**src/rtl/axi_lite_pkg.sv**
```systemverilog
// Shared types and constants for the AXI4-Lite register-bank slave.
// Contents:
//   addr_t / data_t / strb_t / resp_t : channel payload types
//   RESP_OKAY / RESP_SLVERR           : B/R response encodings
//   wstate_t / rstate_t               : write and read channel FSM states
//   addr_in_range()                   : true when a byte address falls inside
//                                       a bank of num_regs 32-bit words
package axi_lite_pkg;

  localparam int ADDR_W = 32;
  localparam int DATA_W = 32;
  localparam int STRB_W = DATA_W / 8;

  typedef logic [ADDR_W-1:0] addr_t;
  typedef logic [DATA_W-1:0] data_t;
  typedef logic [STRB_W-1:0] strb_t;
  typedef logic [1:0]        resp_t;

  localparam resp_t RESP_OKAY   = 2'b00;
  localparam resp_t RESP_SLVERR = 2'b10;

  typedef enum logic {
    W_IDLE,
    W_RESP
  } wstate_t;

  typedef enum logic {
    R_IDLE,
    R_DATA
  } rstate_t;

  // The full address is compared, so any set upper bit lands out of range
  // instead of aliasing onto a low register.
  function automatic logic addr_in_range(input addr_t addr, input int unsigned num_regs);
    return addr < (addr_t'(num_regs) << 2);
  endfunction

endpackage

```
**src/rtl/axi_lite_if.sv**
```systemverilog
// AXI4-Lite bundle shared by the team's master and slave blocks.
// Channels: AW (awaddr/awvalid/awready), W (wdata/wstrb/wvalid/wready),
//           B (bresp/bvalid/bready), AR (araddr/arvalid/arready),
//           R (rdata/rresp/rvalid/rready).
// Modports: master drives the request side, slave drives the response side.
interface axi_lite_if;
  import axi_lite_pkg::*;

  addr_t awaddr;
  logic  awvalid;
  logic  awready;
  data_t wdata;
  strb_t wstrb;
  logic  wvalid;
  logic  wready;
  resp_t bresp;
  logic  bvalid;
  logic  bready;
  addr_t araddr;
  logic  arvalid;
  logic  arready;
  data_t rdata;
  resp_t rresp;
  logic  rvalid;
  logic  rready;

  modport master (
    output awaddr, awvalid, wdata, wstrb, wvalid, bready, araddr, arvalid, rready,
    input  awready, wready, bresp, bvalid, arready, rdata, rresp, rvalid
  );

  modport slave (
    input  awaddr, awvalid, wdata, wstrb, wvalid, bready, araddr, arvalid, rready,
    output awready, wready, bresp, bvalid, arready, rdata, rresp, rvalid
  );

endinterface

```
**src/rtl/axi_lite_regfile.sv**
```systemverilog
// Register array behind the AXI4-Lite slave.
// Ports:
//   aclk, areset_n : clock, synchronous active-low reset
//   wr_en, wr_idx, wr_data, wr_strb : single byte-enabled write port
//   rd_en, rd_hit, rd_idx, rd_data  : registered read port; rd_hit=0 loads zero
//   regs_o : flattened contents, reg i at [32*i +: 32]
module axi_lite_regfile
  import axi_lite_pkg::*;
#(
  parameter int    NUM_REGS  = 8,
  parameter data_t RESET_VAL = 32'h0,
  localparam int   IDX_W     = $clog2(NUM_REGS)
) (
  input  logic                     aclk,
  input  logic                     areset_n,
  input  logic                     wr_en,
  input  logic [IDX_W-1:0]         wr_idx,
  input  data_t                    wr_data,
  input  strb_t                    wr_strb,
  input  logic                     rd_en,
  input  logic                     rd_hit,
  input  logic [IDX_W-1:0]         rd_idx,
  output data_t                    rd_data,
  output logic [NUM_REGS*32-1:0]   regs_o
);

  data_t regs [NUM_REGS];

  always_ff @(posedge aclk) begin
    if (!areset_n) begin
      for (int i = 0; i < NUM_REGS; i++) begin
        regs[i] <= RESET_VAL;
      end
    end else if (wr_en) begin
      for (int b = 0; b < STRB_W; b++) begin
        if (wr_strb[b]) begin
          regs[wr_idx][8*b +: 8] <= wr_data[8*b +: 8];
        end
      end
    end
  end

  // Samples the array before any same-edge write lands, so a read that
  // collides with a write to the same word returns the old contents.
  always_ff @(posedge aclk) begin
    if (!areset_n) begin
      rd_data <= '0;
    end else if (rd_en) begin
      rd_data <= rd_hit ? regs[rd_idx] : '0;
    end
  end

  for (genvar g = 0; g < NUM_REGS; g++) begin : g_tap
    assign regs_o[32*g +: 32] = regs[g];
  end

endmodule

```
**src/rtl/axi_lite_slave.sv**
```systemverilog
// AXI4-Lite responder for one peripheral register bank.
// Ports:
//   aclk, areset_n : clock, synchronous active-low reset
//   s_axi_lite     : axi_lite_if.slave modport (AW/W/B/AR/R)
//   regs_o         : flattened register contents for observation/debug
// Write and read channels run as independent two-state FSMs; all ready/valid
// outputs decode from registered state only.
module axi_lite_slave
  import axi_lite_pkg::*;
#(
  parameter int    NUM_REGS  = 8,
  parameter data_t RESET_VAL = 32'h0
) (
  input  logic                   aclk,
  input  logic                   areset_n,
  axi_lite_if.slave              s_axi_lite,
  output logic [NUM_REGS*32-1:0] regs_o
);

  localparam int IDX_W = $clog2(NUM_REGS);

  wstate_t wstate, wstate_next;
  logic    aw_held, aw_held_next;
  logic    w_held, w_held_next;
  addr_t   aw_addr_q;
  data_t   w_data_q;
  strb_t   w_strb_q;
  resp_t   bresp_q, bresp_next;
  logic    aw_ready, w_ready, b_valid;

  rstate_t rstate, rstate_next;
  resp_t   rresp_q, rresp_next;
  logic    ar_ready, r_valid;

  addr_t   wr_addr;
  data_t   wr_data;
  strb_t   wr_strb;
  logic    wr_in_range;
  logic    wr_en;
  logic    rd_en;
  logic    rd_hit;
  data_t   rd_data;

  // A beat that has not been held yet is taken straight from the bus so the
  // commit can happen in the same cycle as the second handshake.
  assign wr_addr     = aw_held ? aw_addr_q : s_axi_lite.awaddr;
  assign wr_data     = w_held  ? w_data_q  : s_axi_lite.wdata;
  assign wr_strb     = w_held  ? w_strb_q  : s_axi_lite.wstrb;
  assign wr_in_range = addr_in_range(wr_addr, NUM_REGS);

  always_ff @(posedge aclk) begin
    if (!areset_n) begin
      wstate    <= W_IDLE;
      aw_held   <= 1'b0;
      w_held    <= 1'b0;
      bresp_q   <= RESP_OKAY;
      aw_addr_q <= '0;
      w_data_q  <= '0;
      w_strb_q  <= '0;
    end else begin
      wstate  <= wstate_next;
      aw_held <= aw_held_next;
      w_held  <= w_held_next;
      bresp_q <= bresp_next;
      if (aw_ready && s_axi_lite.awvalid) begin
        aw_addr_q <= s_axi_lite.awaddr;
      end
      if (w_ready && s_axi_lite.wvalid) begin
        w_data_q <= s_axi_lite.wdata;
        w_strb_q <= s_axi_lite.wstrb;
      end
    end
  end

  // The held_next flags double as "this beat is available now", so the
  // commit test covers both the already-held and same-cycle cases.
  always_comb begin
    wstate_next  = wstate;
    aw_held_next = aw_held;
    w_held_next  = w_held;
    bresp_next   = bresp_q;
    aw_ready     = 1'b0;
    w_ready      = 1'b0;
    b_valid      = 1'b0;
    wr_en        = 1'b0;
    case (wstate)
      W_IDLE: begin
        aw_ready = !aw_held;
        w_ready  = !w_held;
        if (aw_ready && s_axi_lite.awvalid) begin
          aw_held_next = 1'b1;
        end
        if (w_ready && s_axi_lite.wvalid) begin
          w_held_next = 1'b1;
        end
        if (aw_held_next && w_held_next) begin
          wr_en       = wr_in_range;
          bresp_next  = wr_in_range ? RESP_OKAY : RESP_SLVERR;
          wstate_next = W_RESP;
        end
      end
      W_RESP: begin
        b_valid = 1'b1;
        if (s_axi_lite.bready) begin
          wstate_next  = W_IDLE;
          aw_held_next = 1'b0;
          w_held_next  = 1'b0;
        end
      end
      default: wstate_next = W_IDLE;
    endcase
  end

  assign s_axi_lite.awready = aw_ready;
  assign s_axi_lite.wready  = w_ready;
  assign s_axi_lite.bvalid  = b_valid;
  assign s_axi_lite.bresp   = bresp_q;

  always_ff @(posedge aclk) begin
    if (!areset_n) begin
      rstate  <= R_IDLE;
      rresp_q <= RESP_OKAY;
    end else begin
      rstate  <= rstate_next;
      rresp_q <= rresp_next;
    end
  end

  // Read data itself is registered inside the regfile; this FSM only tracks
  // the handshake and the response code.
  always_comb begin
    rstate_next = rstate;
    rresp_next  = rresp_q;
    ar_ready    = 1'b0;
    r_valid     = 1'b0;
    rd_en       = 1'b0;
    rd_hit      = addr_in_range(s_axi_lite.araddr, NUM_REGS);
    case (rstate)
      R_IDLE: begin
        ar_ready = 1'b1;
        if (s_axi_lite.arvalid) begin
          rd_en       = 1'b1;
          rresp_next  = rd_hit ? RESP_OKAY : RESP_SLVERR;
          rstate_next = R_DATA;
        end
      end
      R_DATA: begin
        r_valid = 1'b1;
        if (s_axi_lite.rready) begin
          rstate_next = R_IDLE;
        end
      end
      default: rstate_next = R_IDLE;
    endcase
  end

  assign s_axi_lite.arready = ar_ready;
  assign s_axi_lite.rvalid  = r_valid;
  assign s_axi_lite.rresp   = rresp_q;
  assign s_axi_lite.rdata   = rd_data;

  axi_lite_regfile #(
    .NUM_REGS  (NUM_REGS),
    .RESET_VAL (RESET_VAL)
  ) u_regfile (
    .aclk     (aclk),
    .areset_n (areset_n),
    .wr_en    (wr_en),
    .wr_idx   (wr_addr[2 +: IDX_W]),
    .wr_data  (wr_data),
    .wr_strb  (wr_strb),
    .rd_en    (rd_en),
    .rd_hit   (rd_hit),
    .rd_idx   (s_axi_lite.araddr[2 +: IDX_W]),
    .rd_data  (rd_data),
    .regs_o   (regs_o)
  );

endmodule

```
**src/flat_wrapper.sv**
```systemverilog
// flat-port wrapper written by rule: the top's interface ports become plain ports
module axi_lite_slave_flat import axi_lite_pkg::*;
#(
  parameter int    NUM_REGS  = 8,
  parameter data_t RESET_VAL = 32'h0
)
  (aclk, areset_n, regs_o, s_axi_lite_awaddr, s_axi_lite_awvalid, s_axi_lite_wdata, s_axi_lite_wstrb, s_axi_lite_wvalid, s_axi_lite_bready, s_axi_lite_araddr, s_axi_lite_arvalid, s_axi_lite_rready, s_axi_lite_awready, s_axi_lite_wready, s_axi_lite_bresp, s_axi_lite_bvalid, s_axi_lite_arready, s_axi_lite_rdata, s_axi_lite_rresp, s_axi_lite_rvalid);
  axi_lite_if s_axi_lite_i ();
  input  logic aclk;
  input  logic areset_n;
  output logic [NUM_REGS*32-1:0] regs_o;
  input wire logic [$bits(s_axi_lite_i.awaddr)-1:0] s_axi_lite_awaddr;
  input wire logic [$bits(s_axi_lite_i.awvalid)-1:0] s_axi_lite_awvalid;
  input wire logic [$bits(s_axi_lite_i.wdata)-1:0] s_axi_lite_wdata;
  input wire logic [$bits(s_axi_lite_i.wstrb)-1:0] s_axi_lite_wstrb;
  input wire logic [$bits(s_axi_lite_i.wvalid)-1:0] s_axi_lite_wvalid;
  input wire logic [$bits(s_axi_lite_i.bready)-1:0] s_axi_lite_bready;
  input wire logic [$bits(s_axi_lite_i.araddr)-1:0] s_axi_lite_araddr;
  input wire logic [$bits(s_axi_lite_i.arvalid)-1:0] s_axi_lite_arvalid;
  input wire logic [$bits(s_axi_lite_i.rready)-1:0] s_axi_lite_rready;
  output wire logic [$bits(s_axi_lite_i.awready)-1:0] s_axi_lite_awready;
  output wire logic [$bits(s_axi_lite_i.wready)-1:0] s_axi_lite_wready;
  output wire logic [$bits(s_axi_lite_i.bresp)-1:0] s_axi_lite_bresp;
  output wire logic [$bits(s_axi_lite_i.bvalid)-1:0] s_axi_lite_bvalid;
  output wire logic [$bits(s_axi_lite_i.arready)-1:0] s_axi_lite_arready;
  output wire logic [$bits(s_axi_lite_i.rdata)-1:0] s_axi_lite_rdata;
  output wire logic [$bits(s_axi_lite_i.rresp)-1:0] s_axi_lite_rresp;
  output wire logic [$bits(s_axi_lite_i.rvalid)-1:0] s_axi_lite_rvalid;
  assign s_axi_lite_i.awaddr = s_axi_lite_awaddr;
  assign s_axi_lite_i.awvalid = s_axi_lite_awvalid;
  assign s_axi_lite_i.wdata = s_axi_lite_wdata;
  assign s_axi_lite_i.wstrb = s_axi_lite_wstrb;
  assign s_axi_lite_i.wvalid = s_axi_lite_wvalid;
  assign s_axi_lite_i.bready = s_axi_lite_bready;
  assign s_axi_lite_i.araddr = s_axi_lite_araddr;
  assign s_axi_lite_i.arvalid = s_axi_lite_arvalid;
  assign s_axi_lite_i.rready = s_axi_lite_rready;
  assign s_axi_lite_awready = s_axi_lite_i.awready;
  assign s_axi_lite_wready = s_axi_lite_i.wready;
  assign s_axi_lite_bresp = s_axi_lite_i.bresp;
  assign s_axi_lite_bvalid = s_axi_lite_i.bvalid;
  assign s_axi_lite_arready = s_axi_lite_i.arready;
  assign s_axi_lite_rdata = s_axi_lite_i.rdata;
  assign s_axi_lite_rresp = s_axi_lite_i.rresp;
  assign s_axi_lite_rvalid = s_axi_lite_i.rvalid;
  axi_lite_slave #(.NUM_REGS(NUM_REGS), .RESET_VAL(RESET_VAL)) u_core (.aclk(aclk), .areset_n(areset_n), .s_axi_lite(s_axi_lite_i), .regs_o(regs_o));
endmodule
```
**config.mk**
```make
export PLATFORM = sky130hd
export DESIGN_NAME = axi_lite_slave_flat
export DESIGN_NICKNAME = d
export VERILOG_FILES = /design/src/rtl/axi_lite_pkg.sv /design/src/rtl/axi_lite_if.sv /design/src/rtl/axi_lite_regfile.sv /design/src/rtl/axi_lite_slave.sv /design/src/flat_wrapper.sv
export SDC_FILE = /design/constraint.sdc
export NUM_CORES = 1
export LEC_CHECK = 0
export BUFFER_PORTS_ARGS = -buffer_cell sky130_fd_sc_hd__buf_2
export CORE_MARGIN = 3
export CORE_UTILIZATION = 50
export CTS_CLUSTER_DIAMETER = 50
export DETAILED_ROUTE_END_ITERATION = 10
export PLACE_DENSITY_LB_ADDON = 0.12
export SLEW_MARGIN = 40
export SYNTH_ARGS = -nofsm -noshare
export SYNTH_HDL_FRONTEND = slang
export SYNTH_HIERARCHICAL = 1
export SYNTH_SLANG_ARGS = --single-unit
```
**constraint.sdc**
```tcl
create_clock -name aclk -period 4.3 [get_ports aclk]
set_input_delay 0.86 -clock aclk [delete_from_list [all_inputs] [get_ports aclk]]
set_output_delay 0.86 -clock aclk [all_outputs]
set_load 0.01 [all_outputs]
```
==> Word-level counts from Yosys, hierarchy flattened <==
Memory sizes are Yosys's and may differ from the RTL's.
Cells that the tools add are included.
Widths: inputs -> output; s select.
{ "totals": {"reg_bits": 108, "ramBits": 256, "in_bits": 107, "elab_cells": 73, "mem_count": 1} }
{ "memory_table": {"columns": ["name", "words", "width", "read_ports", "rd_ports_with_merged_regs", "write_ports", "line_no", "text"], "rows": [
  ["u_core.u_regfile.regs", 8, 32, 9, 0, 8, "axi_lite_regfile.sv:27", "data_t regs [NUM_REGS];"]
]} }
{ "classes": {"magnitude_cmp": 2, "n_eq_ne": 1, "n_mux": 47, "bitwise": 2, "n_reduce_logical": 10} }
{ "op_table": {"columns": ["operator", "n"], "rows": [
  ["$mux 32", 4],
  ["$lt 32x6->1 const B", 2],
  ["$mux 1", 34],
  ["$reduce_or 32->1", 1],
  ["$mux 4", 2],
  ["$pmux 1 s2", 4],
  ["$logic_and 1x1->1", 5],
  ["$mux 2", 2],
  ["$reduce_and 2->1", 2],
  ["$mux 3", 1],
  ["$logic_not 1->1", 2],
  ["$ne 2x2->1 const B", 1],
  ["$not 1->1", 2]
]} }

==> Longest topological paths before layout <==
{ "logic_depth": {"ltp_word": 12, "mapped_depth": 9} }

==> By module <==
The synthesis kept the hierarchy.
{ "by_module_without_submodules": {"columns": ["module", "instances", "cells_each", "area_per_inst_um2"], "rows": [
  ["axi_lite_regfile", 1, 959, 13148.9],
  ["axi_lite_slave", 1, 401, 3254.4]
]} }

==> Worst setup path after synthesis <==
OpenSTA, ideal clock, no wires.
{ "synth_timing": {"kind": "input -> register", "from": "input port s_axi_lite_awaddr[5]", "to": "memory u_core/u_regfile/regs[1][0] (netlist name) (enable)", "setup_time_ns": 0.384, "arrival_time_ns": 2.704, "required_ns": 3.916, "slack_ns": 1.212, "stages": 7, "path_buffers": 1, "cell_sequence": "nor4_1 > nand2_1 > a21boi_1 > and3_1 > nand3_4 > buf_6 > o21ai_0"} }
{ "synth_lines": {"columns": ["element", "line_no", "text"], "rows": [
  ["start: declaration", "flat_wrapper.sv:12", "input wire logic [$bits(s_axi_lite_i.awaddr)-1:0] s_axi_lite_awaddr;"],
  ["end: declaration", "axi_lite_regfile.sv:27", null]
]} }

==> results.yml <==
sta:
  max_slew_margin_pct: 45.9
  number_of_hold_violations_in_the_final_report: 0
  final_min_period_over_clock_period_pct: 71.8
  finalWorstSetupSlack_ns: 1.21
  worst_clock_skew_ns: 0.0189
  finalSetupTns_ns: 0
  tightestPinTransition_ns: 0.810
  setup_viol: 0
  grt_setup_unrepaired: "false"
  max_freq_ghz: 0.324
  maxSlewViolCount: 0
  finalWorstPathRequiredPeriod_ns: 3.09
floorplan:
  die-area_um2: 35000
  die_height_um: 187
  design.core.area_um2: 32000
  floorplan.initialDensity_pct: 51.3
  fp.dieW_um: 187
  io_pins: 404
  fp-row-count: 65
global_route:
  grt.total_usage_pct: 25.7
  grt_start_max_net_pins: 45
  antenna_violations_before_repair: 4
  wire_length_of_the_first_global_routing_pass_mm: 70.1
  first_global_vias: 11900
  grt.overflow.total: 0
drt:
  drtIter0Drc: 831
  first_pass_iters: 5
  detail_route.drc_violations: 0
  viasPerCell: 5.32
  drt_wl_total_mm: 45.9
  route.vias.total: 11900
  drt.antenna.violating_nets: 0
  wl_per_cell_um: 20.5
critical_path:
  worstSetupStartpointType: "flop"
  critical_path.top_delay_family: "simple AND/OR/NAND/NOR gates"
  cp_slowest_stage_delay_ns: 0.69
  worstSetupPathType: "flop to flop"
  worstPathBufferInverterCount: 0
  worst_path_max_delay_cell: "dfxtp_1"
  path_max_fanout: 16
  required_time_of_the_critical_path_ns: 4.68
  critical_path.cell_chain: "nor4b_1 -> nand2_1 -> a21boi_1 -> and3_1 -> nand3_4 -> nor2_1 -> and2_1"
  worst_ep_arrival_time_ns: 3.47
  setup.worst_path.end_class: "flop"
  worst-r2r-setup-slack_ns: 1.21
final_layout:
  drive_gt1_share_pct: 33.5
  multiInputGateArea_um2: 6140
  area_delta_synth_final_pct: 23.2
  register_area_um2: 9770
  n_fill_cell: 2608
  finish.net_count: 1879
clocking:
  clock_insertion_delay_worst_skew_ns: 0.52
  post_cts.resized_instances: 0
  clock_tree.buffer_depth: 3
  tritoncts_clock_tree: "done"
  post_cts_setup_buffer_count: 0
  post_cts_hold_buffer_count: 0
  cts_inserted_buffers: 42
  cts.reportedPaths.clkPinSlew_ns: 0.06
  clock-root-buffer: "clkbuf_16"
  cts-htree-levels: 2
  cts.sink_count: 360
yosys:
  synthesis.area_per_instance_um2: 12.1
  count_of_flip_flops_with_a_built_in_enable_after_synthesis: 256
  synthFlopType: "edfxtp_1"
  synthAdderAreaFrac_pct: 0
  main_combinational_cell_family_by_area_after_synthesis: "simple AND/OR/NAND/NOR gates"
  synth_xor_area_share_pct: 0
  synth_warnings: 6
  synthCells: 1360
  synth_simple_gate_area_share_pct: 19.4
  synth_seq_area_share_pct: 59.6
  synth-compound-area-share_pct: 6.87
  post-synth-top-area-cell: "edfxtp_1"
  postSynth.asyncResetShare_pct: 0
  synth_mux_area_share_pct: 11.0
  yosys.cell_types.count: 43
  yosys_register_bits: 360
  synth_area_um2: 16400
  top_cell_type_s_share_of_synthesized_area_pct: 46.9
  synth.top_cells.by_area: "edfxtp_1 47%, dfxtp_1 13%, and2_1 9.8%"
status:
  outcome: "complete, no violations"
placement:
  place_ws_ns: 0.965
  finalWeightedCongestion: 0.862
  dp.final_hpwl_mm: 33.9
  numPortBuffers: 397
power_and_ir_drop:
  fin_total_pwr_mw: 8.06
  cellPowerDensity_nw_per_um2: 399
  power_leakage_nw: 8.35
  vdd_ir_drop_max_v: 0.000332
hold_path:
  worstHoldPathType: "flop to flop"
job:
  max_cap_viol_count: 0
## state kept, by name (all words and copies together) (netlist names)
signal,count
u_core/rstate,1
u_core/w_data_q,32
u_core/wstate,1
u_core/w_strb_q,4
u_core/u_regfile/rd_data,32
u_core/w_held,1
u_core/aw_held,1
u_core/s_axi_lite.bresp,1
u_core/aw_addr_q,30
u_core/u_regfile/regs,256
u_core/s_axi_lite.rresp,1
## layer usage
layer | part of all wire, % | track usage (%) | up-vias
met3 | 8.4 | 5.96 | 76
met2 | 49 | 43.9 | 455
li1 | - | - | 5660
met1 | 40 | 33.2 | 5752
met4 | 2.3 | 6.83 | 4
met5 | 0.046 | 0 | -
## report_power, final
group	internal (mW)	total (mW)	switching [mW]
sequential	3.84	3.92	0.0826
combinational	0.308	0.793	0.485
clock	2.00	3.35	1.35
total	6.15	8.06	1.92
## logic make-up after synthesis
group                  after synthesis
AO/OA/AOI/OAI                      205
flip-flops                         360
other                                1
multiplexers                       135
AND/OR/NAND/NOR                    582
buffers and inverters               77
## path summary, 6_finish.rpt
path | from | endpoint | cells after the start
worst max register to register | u_core/aw_held | u_core/u_regfile/regs[3][12] | 7
worst min register to register | u_core/aw_addr_q[24] | u_core/aw_addr_q[24] | 2
worst max-delay path | u_core/aw_held | u_core/u_regfile/regs[3][12] | 7
worst min-delay path | u_core/aw_addr_q[24] | u_core/aw_addr_q[24] | 2
## worst reg2reg max path, stage by stage (launching register included)
cell,delay (ns)
dfxtp_1,0.69
nor4b_1,0.32
nand2_1,0.10
a21boi_1,0.19
and3_1,0.46
nand3_4,0.34
nor2_1,0.63
and2_1,0.22
## area by class of cell
class	instances	area share [%]
repair buffers	441	11.9
clock buffers	61	5.91
multi-input cells	924	30.4
flip-flops and latches	360	48.4
inverters	3	0.0681
well taps	435	2.69
diodes	5	0.0619
clock inverters	15	0.638
## synth_stat cells, types with 2 or more instances
cell type,count
nor2_2,4
nand3_1,3
nor4_1,14
buf_6,16
buf_8,3
nand4_1,2
o21ai_0,56
nor2_1,30
and2b_1,2
dfxtp_1,104
nand2_1,202
clkbuf_1,21
nor3_1,4
a21oi_1,101
buf_4,9
mux4_2,32
nand3b_1,5
o21ai_1,10
mux2i_1,64
inv_1,2
and2_1,257
a211oi_1,2
nand3_4,4
nor2b_1,3
buf_2,24
edfxtp_1,256
a22oi_1,32
mux2_2,39
nand2b_1,34
nor2_4,12
## cells in the final DEF, fill, tap and decap left out, drive strengths merged, types with 3 or more instances in the layout
master,count
nor2b,4
nand3b,5
o21ai,66
nor2,46
diode,5
nand3,7
mux4,32
edfxtp,256
clkbuf,61
mux2,39
nor3,4
nor4,15
buf,441
and2,257
a21oi,101
clkinvlp,3
dfxtp,104
mux2i,64
nand2,202
a22oi,32
nand2b,34
clkinv,8
inv,6
## through the flow
step / instances / instance area, um^2 / hold WS [ns] / utilization (%)
finish: 2244 / 20200 / 0.449 / 63.2
global route: 2241 / 20200 / 0.467 / 63.2
CTS: 2239 / 20200 / 0.451 / 63.2
detailed placement: 2163 / 18900 / 0.443 / 59.0
global placement: 2160 / 18800 / 0.438 / 58.8
floorplan: 1361 / 16400 / 0.431 / -
(Power assumes the default switching activity.)
